===== config.mk =====
export PLATFORM = sky130hd
export DESIGN_NAME = axis_processor_core
export DESIGN_NICKNAME = d
export VERILOG_FILES = /design/src/rtl/axis_processor_core_pkg.sv /design/src/rtl/axis_processor_core_neuron.sv /design/src/rtl/axis_processor_core.sv
export SDC_FILE = /design/constraint.sdc
export NUM_CORES = 1
export LEC_CHECK = 0
export BUFFER_PORTS_ARGS = -buffer_cell sky130_fd_sc_hd__buf_2
export CAP_MARGIN = 25
export CORE_UTILIZATION = 40
export CTS_CLUSTER_DIAMETER = 50
export DETAILED_ROUTE_END_ITERATION = 16
export PLACE_DENSITY = 0.63
export SKIP_LAST_GASP = 1
export SLEW_MARGIN = 40
export SYNTH_ARGS = -nofsm -noshare
export SYNTH_HDL_FRONTEND = slang
export SYNTH_SLANG_ARGS = --single-unit

===== constraint.sdc =====
create_clock -name clk -period 2.3 [get_ports clk]
set_clock_uncertainty 0.1 [all_clocks]
set_input_delay 0.69 -clock clk [delete_from_list [all_inputs] [get_ports clk]]
set_output_delay 0.69 -clock clk [all_outputs]
set_load 0.01 [all_outputs]

===== src/rtl/axis_processor_core_pkg.sv =====
// -----------------------------------------------------------------------------
// processor_config
//   Shared definitions for the AXI4-Stream spiking-network processor:
//   command opcodes, command field bit positions, packet/field widths and
//   the control FSM state type.
// -----------------------------------------------------------------------------
package processor_config;

   localparam int PKT_W      = 8;   // stream byte width (both directions)
   localparam int RUN_CNT_W  = 6;   // RUN timestep count width
   localparam int CHARGE_W   = 2;   // AS charge field width

   // Command field positions
   localparam int OP_MSB     = 7;
   localparam int OP_LSB     = 6;
   localparam int AS_IDX_BIT = 5;
   localparam int AS_CHG_MSB = 4;
   localparam int AS_CHG_LSB = 3;

   typedef enum logic [1:0] {
      OP_NOP = 2'b00,
      OP_RUN = 2'b01,
      OP_AS  = 2'b10,
      OP_CLR = 2'b11
   } opcode_t;

   typedef enum logic [1:0] {
      ST_IDLE = 2'd0,
      ST_STEP = 2'd1,
      ST_EMIT = 2'd2
   } state_t;

endpackage


===== src/rtl/axis_processor_core_neuron.sv =====
// -----------------------------------------------------------------------------
// proc_neuron
//   One integrate-and-fire neuron: a saturating pending-charge accumulator fed
//   by AS commands and a saturating potential that integrates the pending
//   charge on the first timestep of a RUN.
//   Build option PROC_LEAK_EN: when defined, a non-fired potential is cleared
//   at the end of every step (full leak); otherwise it persists.
// Ports
//   clk         in   clock, rising edge
//   arstn       in   asynchronous active-low reset
//   clr         in   zero pending charge and potential
//   add_en      in   add charge to pending (AS addressed to this neuron)
//   charge      in   AS charge value
//   step        in   a timestep executes this cycle
//   first_step  in   this step is the first of the RUN (integrate pending)
//   fire        out  neuron fires on this step (valid while step is high)
// -----------------------------------------------------------------------------
module proc_neuron
   import processor_config::*;
#(
   parameter int POT_W     = 8,
   parameter int THRESHOLD = 1
) (
   input  logic                clk,
   input  logic                arstn,
   input  logic                clr,
   input  logic                add_en,
   input  logic [CHARGE_W-1:0] charge,
   input  logic                step,
   input  logic                first_step,
   output logic                fire
);

   localparam logic [POT_W-1:0] POT_MAX = '1;
   // Threshold compared one bit wider so values above POT_MAX simply never fire
   localparam logic [POT_W:0]   THR     = (POT_W+1)'(THRESHOLD);

   logic [POT_W-1:0] pending_reg;
   logic [POT_W-1:0] potential_reg;

   logic [POT_W:0]   pend_wide;
   logic [POT_W-1:0] pend_next;
   logic [POT_W:0]   pot_wide;
   logic [POT_W-1:0] integrated;

   always_comb begin
      pend_wide  = {1'b0, pending_reg} + {{(POT_W+1-CHARGE_W){1'b0}}, charge};
      pend_next  = pend_wide[POT_W] ? POT_MAX : pend_wide[POT_W-1:0];
      // Pending charge only enters the potential on the RUN's first step
      pot_wide   = {1'b0, potential_reg} + (first_step ? {1'b0, pending_reg} : '0);
      integrated = pot_wide[POT_W] ? POT_MAX : pot_wide[POT_W-1:0];
      fire       = ({1'b0, integrated} >= THR);
   end

   always_ff @(posedge clk or negedge arstn) begin
      if (!arstn) begin
         pending_reg   <= '0;
         potential_reg <= '0;
      end else if (clr) begin
         pending_reg   <= '0;
         potential_reg <= '0;
      end else if (step) begin
         if (first_step) begin
            pending_reg <= '0;
         end
         if (fire) begin
            potential_reg <= '0;
         end else begin
`ifdef PROC_LEAK_EN
            potential_reg <= '0;
`else
            potential_reg <= integrated;
`endif
         end
      end else if (add_en) begin
         pending_reg <= pend_next;
      end
   end

endmodule


===== src/rtl/axis_processor_core.sv =====
// -----------------------------------------------------------------------------
// axis_processor_core
//   Byte-stream spiking-network processor. Commands arrive on an AXI4-Stream
//   slave port (NOP / RUN / AS / CLR); each RUN of N timesteps emits N fire
//   vectors on the AXI4-Stream master port, one byte per timestep.
//   Build option PROC_LEAK_EN (see proc_neuron): full leak of non-fired
//   potentials at the end of every step.
// Ports
//   clk            in   clock, rising edge
//   arstn          in   asynchronous active-low reset
//   s_axis_tdata   in   command byte
//   s_axis_tvalid  in   command valid
//   s_axis_tready  out  command accepted (registered, high only in IDLE)
//   m_axis_tdata   out  fire vector, bit i = neuron i fired, upper bits 0
//   m_axis_tvalid  out  fire vector valid
//   m_axis_tready  in   sink ready
// -----------------------------------------------------------------------------
module axis_processor_core
   import processor_config::*;
#(
   parameter int NUM_INP   = 2,
   parameter int POT_W     = 8,
   parameter int THRESHOLD = 1
) (
   input  logic             clk,
   input  logic             arstn,
   input  logic [PKT_W-1:0] s_axis_tdata,
   input  logic             s_axis_tvalid,
   output logic             s_axis_tready,
   output logic [PKT_W-1:0] m_axis_tdata,
   output logic             m_axis_tvalid,
   input  logic             m_axis_tready
);

   state_t               state_reg;
   logic [RUN_CNT_W-1:0] run_cnt_reg;
   logic                 first_step_reg;
   logic                 s_tready_reg;
   logic                 m_tvalid_reg;
   logic [PKT_W-1:0]     m_tdata_reg;

   logic                 accept;
   opcode_t              opcode;
   logic [RUN_CNT_W-1:0] run_field;
   logic                 clr_pulse;
   logic                 as_pulse;
   logic                 step_pulse;
   logic [NUM_INP-1:0]   fire_vec;

   // s_tready_reg is only ever high in IDLE, so a handshake implies IDLE
   assign accept     = s_axis_tvalid && s_tready_reg;
   assign opcode     = opcode_t'(s_axis_tdata[OP_MSB:OP_LSB]);
   assign run_field  = s_axis_tdata[RUN_CNT_W-1:0];
   assign clr_pulse  = accept && (opcode == OP_CLR);
   assign as_pulse   = accept && (opcode == OP_AS);
   assign step_pulse = (state_reg == ST_STEP);

   generate
      for (genvar gi = 0; gi < NUM_INP; gi++) begin : g_neuron
         localparam logic IDX = 1'(gi);
         proc_neuron #(
            .POT_W      (POT_W),
            .THRESHOLD  (THRESHOLD)
         ) u_neuron (
            .clk        (clk),
            .arstn      (arstn),
            .clr        (clr_pulse),
            .add_en     (as_pulse && (s_axis_tdata[AS_IDX_BIT] == IDX)),
            .charge     (s_axis_tdata[AS_CHG_MSB:AS_CHG_LSB]),
            .step       (step_pulse),
            .first_step (first_step_reg),
            .fire       (fire_vec[gi])
         );
      end
   endgenerate

   always_ff @(posedge clk or negedge arstn) begin
      if (!arstn) begin
         state_reg      <= ST_IDLE;
         run_cnt_reg    <= '0;
         first_step_reg <= 1'b0;
         s_tready_reg   <= 1'b0;
         m_tvalid_reg   <= 1'b0;
         m_tdata_reg    <= '0;
      end else begin
         case (state_reg)
            ST_IDLE: begin
               s_tready_reg <= 1'b1;
               // RUN with N=0 is consumed without producing output
               if (accept && (opcode == OP_RUN) && (run_field != '0)) begin
                  run_cnt_reg    <= run_field;
                  first_step_reg <= 1'b1;
                  s_tready_reg   <= 1'b0;
                  state_reg      <= ST_STEP;
               end
            end
            ST_STEP: begin
               m_tdata_reg                <= '0;
               m_tdata_reg[NUM_INP-1:0]   <= fire_vec;
               m_tvalid_reg               <= 1'b1;
               first_step_reg             <= 1'b0;
               state_reg                  <= ST_EMIT;
            end
            ST_EMIT: begin
               if (m_axis_tready) begin
                  m_tvalid_reg <= 1'b0;
                  if (run_cnt_reg > RUN_CNT_W'(1)) begin
                     run_cnt_reg <= run_cnt_reg - RUN_CNT_W'(1);
                     state_reg   <= ST_STEP;
                  end else begin
                     s_tready_reg <= 1'b1;
                     state_reg    <= ST_IDLE;
                  end
               end
            end
            default: state_reg <= ST_IDLE;
         endcase
      end
   end

   assign s_axis_tready = s_tready_reg;
   assign m_axis_tvalid = m_tvalid_reg;
   assign m_axis_tdata  = m_tdata_reg;

endmodule


==> results of run 1 <==
-- layer usage --
metal / GRT usage / wire, um
met1: 0.230 / 3180
met2: 0.313 / 3250
met3: 0.0308 / 103
met4: 0.0440 / 55
met5: 0 / 0
-- where the power goes --
group,leakage [uW],switching [uW],internal [uW]
Clock,0.0000542,270,272
Sequential,0.000591,175,977
Combinational,0.00110,760,636
-- critical path, cell delays in order (launching register included) --
cell	delay [ns]
dfrtp_1	0.39
buf_4	0.16
and2_1	0.14
ha_1	0.31
a21o_1	0.21
a311o_1	0.37
a21oi_2	0.15
xnor2_1	0.07
o32a_1	0.32
-- stage by stage --
| step | worst slack, ns | util | instance area [um^2] |
|---|---|---|---|
| finish | -0.0313 | 0.493 | 3570 |
| global route | -0.162 | 0.493 | 3570 |
| CTS | -0.0887 | 0.486 | 3520 |
| detailed placement | -0.236 | 0.469 | 3400 |
| global placement | -0.178 | 0.469 | 3400 |
| floorplan | -0.00180 | - | 3050 |
-- Yosys cell counts, types with 5 or more instances --
master    instances  area [um^2]
a21oi_1          44          220
nand3_1           9         45.0
nor2_1           23         86.3
and2_1           31          194
nand2_1          26         97.6
ha_1             22          275
o21ai_0          17         85.1
nand2b_1          6         37.5
buf_4             6         45.0
dfrtp_1          45         1130
inv_1            20         75.1
a21o_1            5         37.5
o21ai_1          10         50.1
nor3b_1           6         45.0
-- path summary, 6_finish.rpt --
kind                                                          to  slack (ns)  depth (start not counted)
min in group clk           g_neuron[0].u_neuron.potential_reg[6]        0.40                          1
max                                              m_axis_tdata[1]       -0.03                          8
min reg2reg                g_neuron[0].u_neuron.potential_reg[6]        0.40                          1
max reg2reg                                      m_axis_tdata[1]       -0.03                          8
min                                                m_axis_tvalid        0.37                          2
max in group asynchronous  g_neuron[0].u_neuron.potential_reg[5]        1.33                          2
-- logic make-up after synthesis --
kind of cell	count (synthesis)
AO/OA/AOI/OAI	105
XOR/XNOR	5
adder cells (fa/ha/maj)	26
buffers and inverters	34
flip-flops	45
multiplexers	3
other	1
AND/OR/NAND/NOR	121
-- what timing repair did --
item,4_1_cts,5_1_grt
pin swaps,6,9
resized for setup,3,7
endpoints found under the setup margin,2,12
buffers inserted,1,3
hold buffers,0,0
-- final cells by class --
cell class | instances | share of cell area
tap | 99 | 0.0347
inverter | 20 | 0.0210
timing repair buffer | 51 | 0.0966
sequential | 45 | 0.315
multi-input combinational | 266 | 0.504
clock buffer | 7 | 0.0270
clock inverter | 1 | 0.00140
-- cells in the final DEF (no fill, tap or decap), types with 2 or more instances in the layout --
cell      synthesis  routed
nand4_1           3       3
conb_1            1       6
a31o_2            4       4
ha_1             22      19
a21oi_1          44      44
inv_1            20      19
clkbuf_8          0       7
and2_1           31      31
ha_2              0       2
dfrtp_1          45      45
nand2_1          26      26
nor3_1            4       3
nor3b_1           6       6
buf_4             6      36
nand3_1           9       8
o21ai_0          17      15
o21a_1            2       2
xor2_1            2       2
xnor2_1           3       3
a211oi_1          4       3
o21ai_1          10      12
mux2i_1           2       2
and3_1            2       2
o211ai_1          2       2
a31oi_1           3       3
buf_2             3      15
nand2b_1          6       6
nor2_1           23      22
and3b_1           2       2
a211oi_2          1       2
nor2b_1           4       4
a21o_1            5       5
fa_2              0       3
==> flow_summary.json, run 1 <==
{
  "setup.worst_path.end_class": "register",
  "ir_worst_vdd_v": 0.000378,
  "placementRows": 31,
  "final-instance-count-excl-fill": 489,
  "design.final.nets": 427,
  "drt-total-wl_um": 6580,
  "regToRegStartpoint": "first_step_reg",
  "grt_setup_unrepaired": "yes",
  "placedCellCount": 477,
  "async_reset_ff_frac": 1.00,
  "globalplace.congestion": 0.833,
  "number_of_global_route_vias_before_repair": 2420,
  "cts_made_buffers": 5,
  "hp-class": "in2async",
  "cp_data_arrival_time_ns": 2.42,
  "worst_setup_path_start_kind": "register",
  "postSynthRegisterBits": 45,
  "grt_max_degree": 46,
  "ctsHtreeMaxLevel": 2,
  "die_w_um": 88.6,
  "ys_dominant_reg_cell": "dfrtp_1",
  "syn_area_per_cell_um2": 8.83,
  "vias_per_cell": 5.19,
  "gr-total-overflow": 0,
  "max_cap_viol_count": 0,
  "antenna_cells": 0,
  "path_max_fanout": 8,
  "io-pin-count": 22,
  "synth-compound-area-share": 0.214,
  "portBuffers": 15,
  "grt_pass1_wl_um": 10900,
  "initial_utilization": 0.414,
  "clock_tree.root_cell": "clkbuf_8",
  "cts_tree": "yes",
  "multi_input_comb_area_um2": 1800,
  "power_per_standard_cell_area_nw_per_um2": 865,
  "area.growth.synth_to_final_pct": 19.0,
  "syn-cell-area_um2": 3000,
  "post_synth_fa_ha_maj_area_fraction": 0.118,
  "wl_per_cell_um": 13.5,
  "number_of_distinct_library_cells_after_synthesis": 52,
  "core_footprint_um2": 7250,
  "fmax_mhz": 429,
  "synth.yosys.warnings": 0,
  "initial_antenna_violation_count": 0,
  "final_period_minus_worst_setup_slack_ns": 2.33,
  "place.detailed.hpwl_um": 4830,
  "timing.setup.tns_ns": -0.0313,
  "finalSetupViolCount": 1,
  "tightestPinTransition_ns": 0.582,
  "p_leak_uw": 0.00175,
  "dr.first_iter.drc_count": 89,
  "synth_top_family_by_area": "compound AO/OA/AOI/OAI gates",
  "cts.sinks": 45,
  "globalRouteTotalUtil": 0.179,
  "final-max-slew-violation-count": 0,
  "postLayoutSetupSlackWorst_ns": -0.0313,
  "worstSetupStartpoint": "first_step_reg",
  "totalPowerFinal_uw": 3090,
  "nFillCells": 688,
  "drt_first_pass_iters": 4,
  "area.sequential_um2": 1130,
  "syn_inst": 340,
  "hold_slack_ns": 0.366,
  "clockBufferDepth": 2,
  "antenna_left": 0,
  "timing.slew.headroom": 0.612,
  "cp_data_required_time_ns": 2.39,
  "status": "complete, but fails checks",
  "total_via_count_in_the_routed_design": 2537,
  "violations": "setup timing",
  "clock_transition_at_the_registers_of_the_reported_paths_ns": 0.09,
  "post_route_cells_drive_above_1_share": 0.205,
  "part_of_the_cycle_the_worst_path_needs": 1.01,
  "route.detailed.drc": 0,
  "multiplexer_share_of_the_synthesized_area": 0.0104,
  "die_boundary_height_um": 88.6,
  "worstSetupPathType": "reg2reg",
  "simple_gate_share_of_the_synthesized_area": 0.213,
  "post_synth_xor_area_fraction": 0.0146,
  "number_of_flops_mapped_to_enable_cells_by_yosys": 0,
  "clk-insertion-delay-late_ns": 0.30,
  "final_hold_viol_count": 0,
  "dieArea_um2": 7860,
  "ys_seq_area_frac": 0.375
}
Note: power is estimated with default switching activity, not from simulation.
==> run 2: changes to the inputs <==
--- a/config.mk
+++ b/config.mk
@@ -11,6 +11,7 @@
 export CTS_CLUSTER_DIAMETER = 50
 export DETAILED_ROUTE_END_ITERATION = 16
 export PLACE_DENSITY = 0.63
+export SKIP_CTS_REPAIR_TIMING = 1
 export SKIP_LAST_GASP = 1
 export SLEW_MARGIN = 40
 export SYNTH_ARGS = -nofsm -noshare
==> run 2 against run 1 <==
The flow still finishes with violations (setup timing). Critical path depth stayed put. Power is 0.71% higher. Fmax is 0.14% higher. Global-route usage is 0.24 points lower. Clock-buffer cell count stayed put. Via count is 0.12% lower. Critical endpoint unchanged.
==> flow_summary.json, run 2 (synthesis results as in run 1) <==
{
  "clock_transition_at_the_registers_of_the_reported_paths_ns": 0.09,
  "layout.cells.most_common_list": "dfrtp_1, a21oi_1, buf_4",
  "globalRouteMet1Util": 0.228,
  "globalRouteTotalUtil": 0.177,
  "dpl_worst_slack_ns": -0.236,
  "grt_setup_unrepaired": "yes",
  "placementRows": 31,
  "timing.slew.headroom": 0.610,
  "portBuffers": 15,
  "drt-total-wl_um": 6640,
  "ctsHtreeMaxLevel": 2,
  "final_period_minus_worst_setup_slack_ns": 2.33,
  "power_per_standard_cell_area_nw_per_um2": 863,
  "setup.worst_path.end_class": "register",
  "globalplace.congestion": 0.833,
  "ir_worst_vdd_v": 0.000374,
  "cts_tree": "yes",
  "finalSetupViolCount": 1,
  "clockBufferDepth": 2,
  "violations": "setup timing",
  "cp_data_arrival_time_ns": 2.42,
  "fmax_mhz": 430,
  "clk-insertion-delay-late_ns": 0.30,
  "drt_first_pass_iters": 5,
  "dr.first_iter.drc_count": 78,
  "path_max_fanout": 8,
  "number_of_global_route_vias_before_repair": 2374,
  "hp-class": "in2async",
  "p_leak_uw": 0.00175,
  "final-max-slew-violation-count": 0,
  "die_w_um": 88.6,
  "die_boundary_height_um": 88.6,
  "vias_per_cell": 5.19,
  "antenna_cells": 0,
  "crit_chain": "buf_4, and2_1, ha_1, nor2b_1, a22o_1, a2111oi_4, nand4_1, o32a_1",
  "cts_made_buffers": 5,
  "route.detailed.drc": 0,
  "gr_peak_layer": "met2",
  "wl_per_cell_um": 13.6,
  "met3_usage_in_global_routing": 0.0308,
  "area.growth.synth_to_final_pct": 20.0,
  "place.detailed.hpwl_um": 4830,
  "max_cap_viol_count": 0,
  "critical_path.slowest_cell": "dfrtp_1",
  "total_via_count_in_the_routed_design": 2534,
  "grt_util_met2": 0.306,
  "critical-path-max-stage-delay_ns": 0.39,
  "worstSetupPathType": "reg2reg",
  "status": "complete, but fails checks",
  "clock_tree.root_cell": "clkbuf_8",
  "design.final.nets": 426,
  "post_route_cells_drive_above_1_share": 0.216,
  "io-pin-count": 22,
  "part_of_the_cycle_the_worst_path_needs": 1.01,
  "fin_util": 0.497,
  "postLayoutSetupSlackWorst_ns": -0.0281,
  "grt_pass1_wl_um": 10700,
  "tightestPinTransition_ns": 0.585,
  "initial_utilization": 0.414,
  "final_hold_viol_count": 0,
  "worst_setup_path_start_kind": "register",
  "initial_antenna_violation_count": 0,
  "gr-total-overflow": 0,
  "dieArea_um2": 7860,
  "mostFrequentLayoutCell": "dfrtp_1",
  "timing.setup.tns_ns": -0.0281,
  "cts.sinks": 45,
  "cp_data_required_time_ns": 2.39,
  "core_footprint_um2": 7250,
  "grt_max_degree": 46,
  "antenna_left": 0
}
[run 2: changes by cell type in the layout (fill, tap and decap cells not counted), sizes merged]
cell	change
buf	-1
[run 2: cell type report]
cell class / instances / area [um^2]
clock buffer: 7 / 96.3
clock inverter: 1 / 5.00
fill: 684 / 3650
inverter: 20 / 75.1
multi-input combinational: 266 / 1840
sequential: 45 / 1130
tap: 99 / 124
timing repair buffer: 50 / 338
[run 2: power breakdown]
group	internal, uW	switching, uW	leakage [uW]
logic	647	769	0.00110
clock network	272	272	0.0000542
registers	977	174	0.000591
total	1900	1220	0.00175
[run 2: worst paths after layout]
kind | startpoint | endpoint | slack [ns] | cells past startpoint
worst min register to register | m_axis_tdata[1] | m_axis_tdata[1] | 0.40 | 1
worst max register to register | first_step_reg | m_axis_tdata[1] | -0.03 | 8
worst min-delay path | arstn | g_neuron[1].u_neuron.pending_reg[3] | 0.36 | 2
max in group asynchronous | arstn | g_neuron[0].u_neuron.potential_reg[5] | 1.33 | 2
min in group clk | m_axis_tdata[1] | m_axis_tdata[1] | 0.40 | 1
worst max-delay path | first_step_reg | m_axis_tdata[1] | -0.03 | 8
[run 2: metal layers]
metal,share of wire,up-vias
li1,-,1282
met1,0.48,1221
met2,0.49,26
met3,0.018,5
met4,0.0078,0
met5,0,-
[run 2: critical path, delay by kind of cell (launching register included)]
family,cells,cell delay [ns]
AOI/OAI and AO/OA,3,0.82
adders and majority gates,1,0.32
buffers and inverters,1,0.16
DFF,1,0.39
and+or+nand+nor,3,0.43
[run 2: metrics by stage]
step | total power (uW) | std cells | hold WS, ns | area [um^2]
2_1_floorplan | 2040 | 345 | 0.294 | 3050
3_3_place_gp | 2480 | 477 | 0.376 | 3400
3_5_place_dp | 2500 | 477 | 0.380 | 3400
4_1_cts | 3060 | 485 | 0.390 | 3500
5_1_grt | 3400 | 488 | 0.415 | 3600
6_report | 3110 | 488 | 0.364 | 3600
